===== src/rtl/bram_sp_clrinit.sv =====
// rtl/bram_sp_clrinit.sv - single-port block RAM with byte enables and background init to INIT_VAL
// Optional macro BRAM_OUTREG_EN adds a second output register (read latency 2).
module bram_sp_clrinit #(
   parameter int                DATA_W   = 16,
   parameter int                ADDR_W   = 6,
   parameter int                MODE     = 0,
   parameter logic [DATA_W-1:0] INIT_VAL = '0
) (
   input  logic                CLK,
   input  logic                CLR,
   input  logic                en,
   input  logic [DATA_W/8-1:0] we,
   input  logic [ADDR_W-1:0]   addr,
   input  logic [DATA_W-1:0]   DI,
   input  logic                init_req,
   output logic [DATA_W-1:0]   DO,
   output logic                DO_valid,
   output logic                busy
);

   localparam int NB    = DATA_W / 8;
   localparam int DEPTH = 1 << ADDR_W;
   // Out-of-range MODE values fall back to read-first.
   localparam int EMODE = (MODE == 1 || MODE == 2) ? MODE : 0;

   typedef enum logic {S_IDLE, S_INIT} state_t;

   state_t              state, state_nx;
   logic [ADDR_W-1:0]   ptr;
   logic [DATA_W-1:0]   mem [DEPTH];

   logic                start_init;
   logic                last_word;
   logic                acc;
   logic                rd_acc;
   logic [DATA_W-1:0]   rd_old;
   logic [DATA_W-1:0]   rd_merged;
   logic [DATA_W-1:0]   rd_data;
   logic [DATA_W-1:0]   do_q;
   logic                vld_q;

   always_ff @(posedge CLK) begin
      if (CLR) begin
         state <= S_INIT;
         ptr   <= '0;
      end else begin
         state <= state_nx;
         if (start_init)
            ptr <= '0;
         else if (state == S_INIT && !last_word)
            ptr <= ptr + ADDR_W'(1);
      end
   end

   always_comb begin
      state_nx = state;
      case (state)
         S_INIT:  if (last_word)  state_nx = S_IDLE;
         S_IDLE:  if (init_req)   state_nx = S_INIT;
         default: state_nx = S_INIT;
      endcase
   end

   always_comb begin
      busy       = (state == S_INIT);
      last_word  = &ptr;
      start_init = (state == S_IDLE) && init_req;
      acc        = (state == S_IDLE) && en && !init_req;
      // No-change mode suppresses the read whenever any byte is written.
      rd_acc     = acc && !(EMODE == 2 && |we);
   end

   always_ff @(posedge CLK) begin
      if (!CLR) begin
         if (state == S_INIT) begin
            mem[ptr] <= INIT_VAL;
         end else if (acc) begin
            for (int i = 0; i < NB; i++)
               if (we[i]) mem[addr][8*i +: 8] <= DI[8*i +: 8];
         end
      end
   end

   always_comb begin
      rd_old = mem[addr];
      for (int i = 0; i < NB; i++)
         rd_merged[8*i +: 8] = we[i] ? DI[8*i +: 8] : rd_old[8*i +: 8];
      rd_data = (EMODE == 1) ? rd_merged : rd_old;
   end

   always_ff @(posedge CLK) begin
      if (CLR) begin
         do_q  <= '0;
         vld_q <= 1'b0;
      end else begin
         vld_q <= rd_acc;
         if (rd_acc) do_q <= rd_data;
      end
   end

`ifdef BRAM_OUTREG_EN
   always_ff @(posedge CLK) begin
      if (CLR) begin
         DO       <= '0;
         DO_valid <= 1'b0;
      end else begin
         DO_valid <= vld_q;
         if (vld_q) DO <= do_q;
      end
   end
`else
   assign DO       = do_q;
   assign DO_valid = vld_q;
`endif

endmodule


===== config.mk =====
export PLATFORM = sky130hd
export DESIGN_NAME = bram_sp_clrinit
export DESIGN_NICKNAME = d
export VERILOG_FILES = /design/src/rtl/bram_sp_clrinit.sv
export SDC_FILE = /design/constraint.sdc
export NUM_CORES = 1
export LEC_CHECK = 0
export ABC_AREA = 1
export ABC_CLOCK_PERIOD_IN_PS = 3500
export CORE_ASPECT_RATIO = 0.9
export CORE_MARGIN = 2
export CORE_UTILIZATION = 50
export DETAILED_ROUTE_END_ITERATION = 16
export PLACE_DENSITY = 0.71
export SLEW_MARGIN = 15
export SYNTH_ARGS = -nofsm -noshare
export SYNTH_HDL_FRONTEND = slang
export SYNTH_SLANG_ARGS = --single-unit

===== constraint.sdc =====
create_clock -name CLK -period 3.5 [get_ports CLK]
set_input_delay 0.7 -clock CLK [delete_from_list [all_inputs] [get_ports CLK]]
set_output_delay 0.7 -clock CLK [all_outputs]
set_load 0.1 [all_outputs]

==> metrics <==
leading cell types by total area after synthesis=sky130_fd_sc_hd__edfxtp_1, sky130_fd_sc_hd__nand3_1, sky130_fd_sc_hd__nand2_1, sky130_fd_sc_hd__nor2_1, sky130_fd_sc_hd__dfxtp_1; CP Launch Point=we[0]; Site Rows=between 100 and 150; run status=finished clean; weighted congestion reported at the end of routability-driven placement=just over 0.9; crit path launch type=primary input; setup repair after global routing missed its margin=no; gr ovfl total=0; Resized cells post-CTS=0; flop-to-flop setup slack=roughly 0.84 ns; hold violation total from the final report=0; number of enable flip-flop cells after synthesis=1024; initial antenna violation count=3; total of fill cells in the finished design=between 6000 and 7000; count leader, synth=sky130_fd_sc_hd__nand2_1; TritonCTS buffer count=between 90 and 100; GRT Overall Usage=0.251; WP data required=around 3.9 ns; Mapped Nets=around 3800; Most Crowded Layer GR=met1; most common library cells after synthesis=sky130_fd_sc_hd__nand2_1, sky130_fd_sc_hd__edfxtp_1, sky130_fd_sc_hd__nand3_1; final period demand of the worst path=about 2.8 ns; Chip Width=~310 um; register share of total power=0.523; first-pass GRT wire length=about 170000 um; starting DRC count in detailed routing=approximately 4600; vias=29200; clock tree from TritonCTS=yes; average detailed-routed wire length per instance=approximately 22 um; fraction of power spent switching nets=0.212; Hold Crit Class=reg2reg; highest fanout seen on the critical path=13; final count of negative-setup-slack endpoints=0; leakage power=0.0181 uW; internal power=~20000 uW; Clock transition at path regs=0.06 ns; source-to-sink clock delay at the later pin of the worst-skew pair=around 0.66 ns; global routing usage on met1=0.378; Net Switching=approximately 5500 uW; Worst Setup End Kind=flip-flop; delay contributed by the slowest stage of the critical path=0.53 ns; maximum level of the CTS H-tree=3; netlist area before placement=0.0429 mm2; transition time at the pin with the least slew margin=a little under 1 ns; vertical die dimension=282 um; number of global-route vias before repair=roughly 27000; launching point of the worst reg2reg path=busy; combinational share of power=0.053; post-placement setup slack=0.133 ns; Max rail drop VDD=~0.42 mV; final clock skew=0.0148 ns; number of top-level pins=46; met2 track utilization from global routing=0.370; cell at the root of the clock tree=sky130_fd_sc_hd__clkbuf_16; 1st-pass router iterations=7; flip-flop and latch count after synthesis=1048; Layout area overhead=15.0%; Slew headroom=0.338; via count normalized by instance count=5.75; capturing element of the worst setup path=mem[28][6]; overall power of the completed layout=~26000 uW; pin count of the biggest net entering global routing=between 200 and 250; cell repeated most along the worst path=sky130_fd_sc_hd__nand2_1; total die area=0.0882 mm2; count of distinct cell types in the synthesized netlist=25; CTS sink cnt=about 1000; post-route antenna net violation count=0; number of warnings reported in the yosys synthesis log=0; endpoint of the worst-slack reg-to-reg timing path=mem[28][6]; count of cells along the worst register-to-register path=11; Worst path slowest cell=sky130_fd_sc_hd__o21ai_4; utilization of the core after routing=0.583; cell-by-cell trace of the critical path=clkdlybuf4s50_1, o21ai_4, nand2_1, o21ai_1, nand2_1, nor2_4, nand2_1, nor2_1, buf_4; post-route fraction of the period consumed by the critical path=0.809; post-CTS setup repair buffer count=0; GR met3 Demand/Resource=0.0541; part of the total power dissipated in the clock network=0.424; proportion of layout cells with a drive suffix above 1=0.111; cell family with most CP delay=simple AND/OR/NAND/NOR gates; Post-Synthesis Cells=roughly 3800; core outline area=~0.085 mm2; maximum clock rate=0.353 GHz; portion of synthesized cell area occupied by the leading cell type=0.716; number of I/O port buffers=45; buffer depth of the longest clock path=3; asr flop ratio synth=0; number of maximum-capacitance constraint violations=0; worst path setup slack after routing=0.669 ns; total wire length=~110000 um; initial cell density of the core=0.507; Post-CTS Hold Fix Bufs=0; power density normalized to cell area=roughly 530 mW/mm2; final number of max-transition violations=0; final HPWL from detailed placement=~70000 um; instance count on the critical path=9; sequential element share of the synthesized area=0.728; average size of a mapped cell=between 10 and 15 um2; Diodes inserted=0; type of the setup path with the least slack=in2reg; net count reported at finish=between 3000 and 4000; Remaining DRCs=0; leading area contributor after synthesis=sky130_fd_sc_hd__edfxtp_1; count of buffer and inverter cells on the critical path=2; Critical Path AT=about 3.2 ns; dominant synthesized flop cell=sky130_fd_sc_hd__edfxtp_1
==> area by class of cell <==
type	count	area, um2	area share
clock buffer	124	2710	0.0548
clock inverter	58	643	0.0130
inverter	57	231	0.00469
multi-input combinational	2406	10600	0.215
sequential	1048	31200	0.633
tap	1133	1420	0.0287
timing repair buffer	257	2540	0.0515
==> power groups by stage <==
stage	sequential (uW)	clock, uW	combinational [uW]
after global routing	13600	11600	1490
after CTS	13600	11100	1340
final	13600	11000	1370
after global placement	13900	0	1310
after floorplan	13900	0	866
after detailed placement	13900	0	1330
==> cells by family after synthesis <==
| family | Yosys count | synth area share |
|---|---|---|
| compound gates | 34 | 0.00603 |
| fa+ha+maj | 1 | 0.000291 |
| simple gates | 2371 | 0.238 |
| flops | 1048 | 0.728 |
| buf+inv | 296 | 0.0282 |
==> registers in the layout, indices dropped and copies added (netlist names) <==
name,count
ptr,6
mem,1024
DO,16
busy,1
DO_valid,1
==> per-stage QoR <==
step	cells	area, um2	hold WS (ns)	setup TNS [ns]
floorplan	3750	42900	0.457	-18.30
global placement	4901	46000	0.477	0
detailed placement	4901	46000	0.483	0
CTS	5083	49400	0.495	0
global route	5083	49400	0.509	0
finish	5083	49400	0.502	0
==> cells in the final DEF, fill, tap and decap left out, drive strengths merged <==
cell type	synthesis	final
dfxtp	24	24
nor3	1	1
a21oi	5	5
bufinv	0	14
o21ai	12	12
o21a	16	16
buf	116	231
nor2	163	163
clkdlybuf4s50	0	25
a221oi	1	1
nand2	1259	1259
edfxtp	1024	1024
nand3	947	947
clkinv	1	40
clkinvlp	0	4
inv	56	57
ha	1	1
clkbuf	123	125
or2	1	1
==> layer usage <==
metal,part of all wire,wire (um),vias to the layer above
met2,0.43,48100,1840
met1,0.42,46300,13800
met3,0.12,13500,198
li1,-,-,13400
met4,0.024,2700,6
met5,0.00031,34,-
==> tightest hold or removal path: cells and delay by family, from the launching register on <==
family	cells	cell delay, ns
flops	1	0.32
compound gates	2	0.13
==> worst min-delay path by stage <==
stage / startpoint / end / cells past startpoint
global route: ptr[3] / ptr[3] / 2
detailed placement: ptr[3] / ptr[3] / 2
finish: ptr[3] / ptr[3] / 2
global placement: ptr[3] / ptr[3] / 2
CTS: ptr[3] / ptr[3] / 2
floorplan: ptr[2] / ptr[2] / 2
(Power assumes the default switching activity.)
